==> src/rtl/datapath_pkg.sv <==
// Shared encodings for the self-sequencing datapath: ALU/shift/writeback
// select codes, the controller state encoding and status bit positions.
package datapath_pkg;

   // ALU operation codes
   localparam logic [1:0] ALU_ADD  = 2'b00;
   localparam logic [1:0] ALU_SUB  = 2'b01;
   localparam logic [1:0] ALU_AND  = 2'b10;
   localparam logic [1:0] ALU_NOTB = 2'b11;

   // B-operand shifter codes
   localparam logic [1:0] SH_NONE = 2'b00;
   localparam logic [1:0] SH_LSL1 = 2'b01;
   localparam logic [1:0] SH_LSR1 = 2'b10;
   localparam logic [1:0] SH_ASR1 = 2'b11;

   // Writeback source select codes
   localparam logic [1:0] VSEL_C     = 2'b00;
   localparam logic [1:0] VSEL_PC    = 2'b01;
   localparam logic [1:0] VSEL_IMM8  = 2'b10;
   localparam logic [1:0] VSEL_MDATA = 2'b11;

   // Status register bit positions ({V,N,Z})
   localparam int STAT_Z = 0;
   localparam int STAT_N = 1;
   localparam int STAT_V = 2;

   // Controller states: one operation walks IDLE->RDA->RDB->EXEC->WB->IDLE
   typedef enum logic [2:0] {
      ST_IDLE = 3'd0,
      ST_RDA  = 3'd1,
      ST_RDB  = 3'd2,
      ST_EXEC = 3'd3,
      ST_WB   = 3'd4
   } state_e;

endpackage

==> src/rtl/regfile_p.sv <==
// Parametrised register file: synchronous write, combinational read,
// asynchronous clear. With DATAPATH_SEQ_DBG_EN defined a second,
// read-only debug port is added.
module regfile_p #(
   parameter int WIDTH = 16,
   parameter int NREGS = 8,
   localparam int AW   = $clog2(NREGS)
) (
   input  logic             clk,
   input  logic             rst_n,
   input  logic             we_i,
   input  logic [AW-1:0]    waddr_i,
   input  logic [WIDTH-1:0] wdata_i,
   input  logic [AW-1:0]    raddr_i,
   output logic [WIDTH-1:0] rdata_o
`ifdef DATAPATH_SEQ_DBG_EN
   ,
   input  logic [AW-1:0]    dbg_addr_i,
   output logic [WIDTH-1:0] dbg_data_o
`endif
);

   logic [WIDTH-1:0] mem_q [NREGS];

   // Storage: cleared on reset, one write port
   always_ff @(posedge clk or negedge rst_n) begin
      if (!rst_n) begin
         for (int i = 0; i < NREGS; i++) begin
            mem_q[i] <= '0;
         end
      end else if (we_i) begin
         mem_q[waddr_i] <= wdata_i;
      end
   end

   assign rdata_o = mem_q[raddr_i];

`ifdef DATAPATH_SEQ_DBG_EN
   assign dbg_data_o = mem_q[dbg_addr_i];
`endif

endmodule

==> src/rtl/datapath_seq.sv <==
// Self-sequencing datapath. One decoded operation is accepted per
// op_valid/op_ready handshake and walked through read-A, read-B, execute
// and writeback; done pulses during writeback.
// Optional macro DATAPATH_SEQ_DBG_EN adds dbg_addr/dbg_data register peek.
module datapath_seq
   import datapath_pkg::*;
#(
   parameter int WIDTH = 16,
   parameter int NREGS = 8,
   parameter int PCW   = 9,
   localparam int AW   = $clog2(NREGS)
) (
   input  logic             clk,
   input  logic             rst_n,
   input  logic             op_valid,
   output logic             op_ready,
   input  logic [AW-1:0]    op_rd,
   input  logic [AW-1:0]    op_rn,
   input  logic [AW-1:0]    op_rm,
   input  logic [1:0]       op_alu,
   input  logic [1:0]       op_shift,
   input  logic             op_asel,
   input  logic             op_bsel,
   input  logic [1:0]       op_vsel,
   input  logic             op_write,
   input  logic             op_loads,
   input  logic [WIDTH-1:0] sximm8,
   input  logic [WIDTH-1:0] sximm5,
   input  logic [PCW-1:0]   pc,
   input  logic [WIDTH-1:0] mdata,
   output logic             done,
   output logic [WIDTH-1:0] result,
   output logic [2:0]       status
`ifdef DATAPATH_SEQ_DBG_EN
   ,
   input  logic [AW-1:0]    dbg_addr,
   output logic [WIDTH-1:0] dbg_data
`endif
);

   state_e state_q, state_d;

   // Captured operation
   logic [AW-1:0]    rd_q, rn_q, rm_q;
   logic [1:0]       alu_q, shift_q, vsel_q;
   logic             asel_q, bsel_q, write_q, loads_q;
   logic [WIDTH-1:0] sx8_q, sx5_q;
   logic [PCW-1:0]   pc_q;

   // Datapath registers
   logic [WIDTH-1:0] a_q, b_q, c_q;
   logic [2:0]       status_q;

   logic             accept_s;
   logic [AW-1:0]    raddr_s;
   logic [WIDTH-1:0] rdata_s;
   logic [WIDTH-1:0] shifted_s, ain_s, bin_s, alu_out_s;
   logic             ovf_s;
   logic [2:0]       status_d;
   logic             we_s;
   logic [WIDTH-1:0] wdata_s, pc_ext_s;

   assign op_ready = (state_q == ST_IDLE);
   assign done     = (state_q == ST_WB);
   assign accept_s = op_valid && op_ready;
   assign result   = c_q;
   assign status   = status_q;

   // Controller state register
   always_ff @(posedge clk or negedge rst_n) begin
      if (!rst_n) begin
         state_q <= ST_IDLE;
      end else begin
         state_q <= state_d;
      end
   end

   // Controller next state: only the IDLE exit waits on a handshake
   always_comb begin
      state_d = state_q;
      case (state_q)
         ST_IDLE: begin
            if (accept_s) state_d = ST_RDA;
            else          state_d = ST_IDLE;
         end
         ST_RDA:  state_d = ST_RDB;
         ST_RDB:  state_d = ST_EXEC;
         ST_EXEC: state_d = ST_WB;
         ST_WB:   state_d = ST_IDLE;
         default: state_d = ST_IDLE;
      endcase
   end

   // Operation register: loaded only on the IDLE handshake
   always_ff @(posedge clk or negedge rst_n) begin
      if (!rst_n) begin
         rd_q    <= '0;
         rn_q    <= '0;
         rm_q    <= '0;
         alu_q   <= 2'b00;
         shift_q <= 2'b00;
         vsel_q  <= 2'b00;
         asel_q  <= 1'b0;
         bsel_q  <= 1'b0;
         write_q <= 1'b0;
         loads_q <= 1'b0;
         sx8_q   <= '0;
         sx5_q   <= '0;
         pc_q    <= '0;
      end else if (accept_s) begin
         rd_q    <= op_rd;
         rn_q    <= op_rn;
         rm_q    <= op_rm;
         alu_q   <= op_alu;
         shift_q <= op_shift;
         vsel_q  <= op_vsel;
         asel_q  <= op_asel;
         bsel_q  <= op_bsel;
         write_q <= op_write;
         loads_q <= op_loads;
         sx8_q   <= sximm8;
         sx5_q   <= sximm5;
         pc_q    <= pc;
      end
   end

   // One shared read port: rm in RDB, rn otherwise
   assign raddr_s = (state_q == ST_RDB) ? rm_q : rn_q;

   regfile_p #(
      .WIDTH (WIDTH),
      .NREGS (NREGS)
   ) u_regfile (
      .clk        (clk),
      .rst_n      (rst_n),
      .we_i       (we_s),
      .waddr_i    (rd_q),
      .wdata_i    (wdata_s),
      .raddr_i    (raddr_s),
      .rdata_o    (rdata_s)
`ifdef DATAPATH_SEQ_DBG_EN
      ,
      .dbg_addr_i (dbg_addr),
      .dbg_data_o (dbg_data)
`endif
   );

   // Shifter, operand select and ALU with status flag generation
   always_comb begin
      shifted_s = b_q;
      case (shift_q)
         SH_NONE: shifted_s = b_q;
         SH_LSL1: shifted_s = {b_q[WIDTH-2:0], 1'b0};
         SH_LSR1: shifted_s = {1'b0, b_q[WIDTH-1:1]};
         SH_ASR1: shifted_s = {b_q[WIDTH-1], b_q[WIDTH-1:1]};
         default: shifted_s = b_q;
      endcase

      if (asel_q) ain_s = '0;
      else        ain_s = a_q;
      if (bsel_q) bin_s = sx5_q;
      else        bin_s = shifted_s;

      alu_out_s = '0;
      ovf_s     = 1'b0;
      case (alu_q)
         ALU_ADD: begin
            alu_out_s = ain_s + bin_s;
            ovf_s     = (ain_s[WIDTH-1] == bin_s[WIDTH-1]) &&
                        (alu_out_s[WIDTH-1] != ain_s[WIDTH-1]);
         end
         ALU_SUB: begin
            alu_out_s = ain_s - bin_s;
            ovf_s     = (ain_s[WIDTH-1] != bin_s[WIDTH-1]) &&
                        (alu_out_s[WIDTH-1] != ain_s[WIDTH-1]);
         end
         ALU_AND: begin
            alu_out_s = ain_s & bin_s;
            ovf_s     = 1'b0;
         end
         ALU_NOTB: begin
            alu_out_s = ~bin_s;
            ovf_s     = 1'b0;
         end
         default: begin
            alu_out_s = '0;
            ovf_s     = 1'b0;
         end
      endcase

      status_d         = 3'b000;
      status_d[STAT_Z] = (alu_out_s == '0);
      status_d[STAT_N] = alu_out_s[WIDTH-1];
      status_d[STAT_V] = ovf_s;
   end

   // Operand, result and status registers, each loaded in its own phase
   always_ff @(posedge clk or negedge rst_n) begin
      if (!rst_n) begin
         a_q      <= '0;
         b_q      <= '0;
         c_q      <= '0;
         status_q <= 3'b000;
      end else begin
         if (state_q == ST_RDA) a_q <= rdata_s;
         if (state_q == ST_RDB) b_q <= rdata_s;
         if (state_q == ST_EXEC) begin
            c_q <= alu_out_s;
            if (loads_q) status_q <= status_d;
         end
      end
   end

   // Writeback source select; mdata is taken live on the WB edge
   always_comb begin
      pc_ext_s          = '0;
      pc_ext_s[PCW-1:0] = pc_q;
      we_s              = (state_q == ST_WB) && write_q;
      case (vsel_q)
         VSEL_C:     wdata_s = c_q;
         VSEL_PC:    wdata_s = pc_ext_s;
         VSEL_IMM8:  wdata_s = sx8_q;
         VSEL_MDATA: wdata_s = mdata;
         default:    wdata_s = c_q;
      endcase
   end

endmodule

==> config.mk <==
export PLATFORM = sky130hd
export DESIGN_NAME = datapath_seq
export DESIGN_NICKNAME = d
export VERILOG_FILES = /design/src/rtl/datapath_pkg.sv /design/src/rtl/regfile_p.sv /design/src/rtl/datapath_seq.sv
export SDC_FILE = /design/constraint.sdc
export NUM_CORES = 1
export LEC_CHECK = 0
export ABC_AREA = 1
export CORE_MARGIN = 8
export CORE_UTILIZATION = 44
export DETAILED_ROUTE_END_ITERATION = 7
export PLACE_DENSITY = 0.62
export SLEW_MARGIN = 40
export SYNTH_ARGS = -nofsm -noshare
export SYNTH_HDL_FRONTEND = slang
export SYNTH_SLANG_ARGS = --single-unit
==> constraint.sdc <==
create_clock -name clk -period 2.8 [get_ports clk]
set_input_delay 0.7 -clock clk [delete_from_list [all_inputs] [get_ports clk]]
set_output_delay 0.7 -clock clk [all_outputs]
set_load 0.02 [all_outputs]
Word-level counts from Yosys, hierarchy flattened
Index checks and enable logic that the tools add are counted.
Operators by class
  reductions and logical operators: 12
  $lt $le $gt $ge: 3
  eq/ne operators: 17
  mux-type cells: 15
  bitwise operators: 4
  add/subtract/negate cells: 2
Operator list (count)
  one-hot mux 16 bit (4 select lines): 3
  bitwise mux 128 bit: 1
  2-to-1 mux 16 bit: 5
  binary-select mux 16 bit (select 3 bit): 1
  demux 16 bit (select 3 bit): 1
  adder 16 bit: 1
  bitwise AND 16 bit: 1
  logical NOT 16 bit: 1
  inverter 16 bit: 1
  subtractor 16 bit: 1
  == test 2 bit (second input constant): 6
  one-hot mux 3 bit (4 select lines): 1
  >= comparator 4 bit (second input constant): 2
  inverter 3 -> 4 bit: 2
  == test 2 x 1 -> 1 bit (second input constant): 3
  == test 3 x 2 -> 1 bit (second input constant): 2
  logical NOT 2 bit: 3
  logical AND 1 bit: 5
  less-than comparator 4 x 1 -> 1 bit (second input constant): 1
  == test 3 x 1 -> 1 bit (second input constant): 1
  == test 3 bit (second input constant): 1
  logical NOT 3 bit: 1
  2-to-1 mux 3 bit: 1
  inequality test 1 bit: 3
  5 further kinds: 5
Storage, ports and cells
  input bits: 79
  output and inout bits: 21
  register bits after elaboration: 242
  word-level logic and storage cells: 79

Depth between registers and ports, before layout
  word-level depth: 7
  gate-level depth with buffers: 25
  depth with buffers taken out: 24

By module
Synthesis repeated with hierarchy kept, for this count alone.
Second synthesis, totals
  cells, all modules: 1926
  area, all modules: 13910.8 um^2
Modules (own cells, without submodules)
  datapath_seq: times used 1, area each 7633.6 um^2, seq. area each 2852.7 um^2, cells each 1059
  regfile_p: times used 1, area each 6277.3 um^2, seq. area each 3203.1 um^2, cells each 867

Worst setup path before layout
Ideal clock, no wire load.
  path kind: register -> register
  from: register shift_q[1]
  to: register status_q[0], in the netlist status[0]
  arrival time: 2.604 ns
  library setup time: 0.065 ns
  buffers on the path: 3
  path slack: 0.131 ns
  stages on the path, launching flop included: 22
  data required time: 2.735 ns
  clock period less this slack: 2.669 ns
  cells stage by stage: dfrtp_1 buf_4 inv_1 nand2_1 buf_4 o211ai_1 nand2_1 ha_1 buf_2 a21oi_2 nor2_1 nor2_1 inv_1 a21oi_2 nand2_1 nand2_1 nand3_1 nand2_1 nand2_1 nor2_1 nand2_1 nand2_1
Between the ends
  longest elaborated chain between the ends: 6
  elaborated cells on any way between the ends: 12
  classes of those cells: 2 x add/sub; 3 x eq/ne; 3 x mux; 2 x bitwise; 2 x reduce/logical
RTL lines
  from (decl): line datapath_seq.sv:45  | logic [1:0] alu_q, shift_q, vsel_q;
  from (signal assigned): line datapath_seq.sv:115  | shift_q <= op_shift;
  == test 2 bit, or another cell as far along: line datapath_seq.sv:151  | case (shift_q)
  one-hot mux 16 bit (4 select lines) (*): line datapath_seq.sv:151
  2-to-1 mux 16 bit (*): line datapath_seq.sv:161  | if (bsel_q) bin_s = sx5_q;
  subtractor 16 bit, or another cell as far along: line datapath_seq.sv:173  | alu_out_s = ain_s - bin_s;
  one-hot mux 16 bit (4 select lines) (*): line datapath_seq.sv:166  | case (alu_q)
  logical NOT 16 bit (*): line datapath_seq.sv:192  | status_d[STAT_Z] = (alu_out_s == '0);
  to (signal assigned): line datapath_seq.sv:209  | if (loads_q) status_q <= status_d;
  to (decl): line datapath_seq.sv:52  | logic [2:0] status_q;
Every way passes the cells marked *; elsewhere a longest branch is shown, timed or not.
A chain may end at the register's enable or synchronous reset.

Final worst setup path
Ends and elaborated chain as after synthesis.

==> impl_results.md <==
* Setup crit end kind: flop
* Root Driver: clkbuf_16
* GR Overflow Total at 0
* Setup slack, reg-to-reg at -0.03 ns
* RePlAce Congestion at 0.9050
* Slew margin rel. at 51.65%
* Layout cells sized above 1 at 19.33%
* Fmax at 353.5 MHz
* Antenna diodes at 0
* Via density per instance at 5.257
* Seq pwr share at 22.6%
* Final Setup Violations at 3
* H-tree Lvls at 1
* DRT iter0 DRCs at 911
* Required time of the worst setup path at 3.29 ns
* Area share of the largest cell type after synthesis at 45.95%
* Detailed placement HPWL at 31100 microns
* Violated checks: negative setup slack
* Sw power at 11.72 mW
* Final period utilization at 101.0%
* Clock network fraction of design power at 14.6%
* WL per Instance at 18.20 microns
* Vias in the first global route at 12010
* # hold bufs at CTS at 0
* Post-Route Setup TNS at -0.06516 ns
* Ranking of synthesized cells by area: dfrtp_1 46%, nand2_1 16%, o21ai_0 5.0%
* Total Nets Final at 2027
* ANT nets after route at 0
* TritonRoute pass-1 iters at 5
* Final setup margin at -0.02910 ns
* Post-Syn Area at 13180 sq um
* Synth Register Bits at 242
* Fin Clk Skew at 0.009626 ns
* Slew Limit Fails at 0
* I/O pin count at 100
* Mapped Avg Cell Area at 7.744 sq um
* Most common cell after layout, fill and taps aside: nand2_1
* Status: complete, but fails checks
* Routed WL at 42320 microns
* CP arrival at 3.32 ns
* Die W at 189.1 microns
* Clock Path Buffers at 3
* Post-Synthesis Cells at 1702
* Fillcell total at 2789
* IO Port Bufs at 99
* CTS tree: yes
* Site row count at 63
* Synth cell types at 38
* Worst-Margin Slew at 0.7225 ns
* Worst Path Max Fanout at 5
* Total CTS buffers at 28
* Initial Util at 44.59%
* Setup CP Type: flop to flop
* Initial antenna violation count at 0
* Comb power frac at 62.8%
* LEAKAGE at 8.264 nW
* Clock latency on the worst-skew pair at 0.56 ns
* P&R area growth vs syn at 29.81%
* Multi-input logic area at 6720 sq um
* First-pass GRT wire length at 67250 microns
* Reg area at 6058 sq um
* GRT Overall Usage at 23.47%
* Sequential element share of the synthesized area at 45.95%
* Most frequent cells in the layout: 514 x nand2_1, 240 x dfrtp_1, 147 x inv_1
* Largest net degree at the start of global routing at 75
* Ys Warns at 0
* Internal at 13.58 mW
* Crit start category: flop
* Hold Fails Final Rpt at 0
* RSZ-0062 raised after global routing: yes
* Worst Hold Class: primary input to asynchronous set/reset pin
* Leading area contributor after synthesis: dfrtp_1
* Switching Fraction at 46.33%
* Detailed-route via count at 12220
* Die Height at 189.1 microns
* Final min period at 2.829 ns
* Power density cells at 1479 nW/um^2
* Finished Layout Cells at 2325
* Number of remaining DRC errors at 0
* Full die area at 35750 sq um
* Core Area at 29560 sq um
* VDD IR-drop max at 1033 uV
* Syn nets at 1814
* Max_cap viols at 0
* Inst Count DP at 2253
* Num Clock Sinks at 242
* Reg clk slew, reported paths at 0.06 ns
-- metrics by stage --
step / power [mW] / setup slack, ns / hold WS, ns / utilization, % / instance area [sq um]
finish: 25.30 / -0.02910 / 0.1434 / 57.88 / 17110
global route: 27.17 / -0.2518 / 0.1770 / 57.88 / 17110
CTS: 24.05 / -0.08504 / 0.1609 / 56.22 / 16620
detailed placement: 19.63 / -0.3276 / 0.4653 / 52.04 / 15380
global placement: 19.48 / -0.3124 / 0.4614 / 51.97 / 15360
floorplan: 13.74 / 0.1313 / 0.4044 / - / 13180
-- cell usage after synthesis (all sizes together) --
cell    instances
inv           159
buf            39
nand2         553
o221ai         15
a22o            9
o21bai         21
nor3            3
ha             31
xor2            3
a31oi           1
o22ai          14
nand3          87
fa              2
nand4           8
mux2           47
a21oi          52
nor2          137
o21ai         215
a221oi          9
and2            2
o21a            1
o211ai         13
a211oi          1
clkbuf         34
dfrtp         242
nand3b          4
-- final cells by class --
type	count	area share [%]
flip-flops and latches	242	35.41
clock inverters	11	0.8118
inverters	159	3.503
multi-input cells	1228	39.28
clock buffers	39	4.746
well taps	390	2.852
repair buffers	256	13.40
-- sequential cells by signal, indices dropped and copies added (netlist names), 3 cells and up --
| register | flops |
|---|---|
| a_q | 16 |
| b_q | 16 |
| pc_q | 9 |
| rd_q | 3 |
| result | 16 |
| rm_q | 3 |
| rn_q | 3 |
| state_q | 3 |
| status | 3 |
| sx5_q | 16 |
| sx8_q | 16 |
| u_regfile.mem_q | 128 |
-- final timing paths --
| check | start | end | cells after the start |
|---|---|---|---|
| hold / removal | rst_n | sx5_q[13]$_DFFE_PN0P_ | 1 |
| setup reg to reg | shift_q[1]$_DFFE_PN0P_ | status[0]$_DFFE_PN0P_ | 22 |
| max in group asynchronous | rst_n | b_q[13]$_DFFE_PN0P_ | 2 |
| min in group clk | u_regfile.mem_q[91]$_DFFE_PN0P_ | u_regfile.mem_q[91]$_DFFE_PN0P_ | 2 |
| setup / recovery | shift_q[1]$_DFFE_PN0P_ | status[0]$_DFFE_PN0P_ | 22 |
| hold reg to reg | u_regfile.mem_q[91]$_DFFE_PN0P_ | u_regfile.mem_q[91]$_DFFE_PN0P_ | 2 |
-- power by group through the flow --
stage                     Clock [mW]  Sequential [mW]  Combinational (mW)
after global routing            3.92             5.87                17.4
after floorplan                    0             5.58                8.16
after CTS                       3.78             5.70                14.6
after global placement             0             5.69                13.8
final                           3.70             5.71                15.9
after detailed placement           0             5.72                13.9
-- kinds of logic after synthesis --
group	count (synthesis)	share of synthesized area [%]
adder cells (fa/ha/maj)	33	3.247
flip-flops	242	45.95
AO/OA/AOI/OAI	351	15.21
buffers and inverters	232	7.348
XOR/XNOR	3	0.1994
AND/OR/NAND/NOR	794	24.04
multiplexers	47	4.016
-- repair_timing --
action | in CTS | in global routing
gates cloned | 1 | 0
gates resized for setup | 53 | 103
setup endpoints to repair | 15 | 15
pin swaps | 13 | 45
buffers inserted | 7 | 15
-- critical path, cell delays in order (launching register included) --
cell	delay, ns
dfrtp_2	0.44
nor2_4	0.16
buf_12	0.13
buf_16	0.10
nand2_1	0.04
o211ai_1	0.13
nand2_1	0.16
ha_4	0.28
buf_4	0.13
nor2_1	0.08
nand3_1	0.14
nand3_2	0.16
nand3_2	0.08
nand2_1	0.06
nand2_1	0.05
nand3_2	0.06
nand2_1	0.06
nor2_1	0.10
buf_4	0.14
nand2_1	0.05
nor2_1	0.08
nand2_1	0.06
nand2_1	0.05
-- per-layer routing --
metal / global-route usage [%] / part of all wire, %
met2: 38.63 / 47
met4: 6.675 / 3.0
met5: 0 / 0
met1: 31.93 / 44
met3: 3.274 / 5.6
No activity file was read; power rests on OpenSTA's default activity.
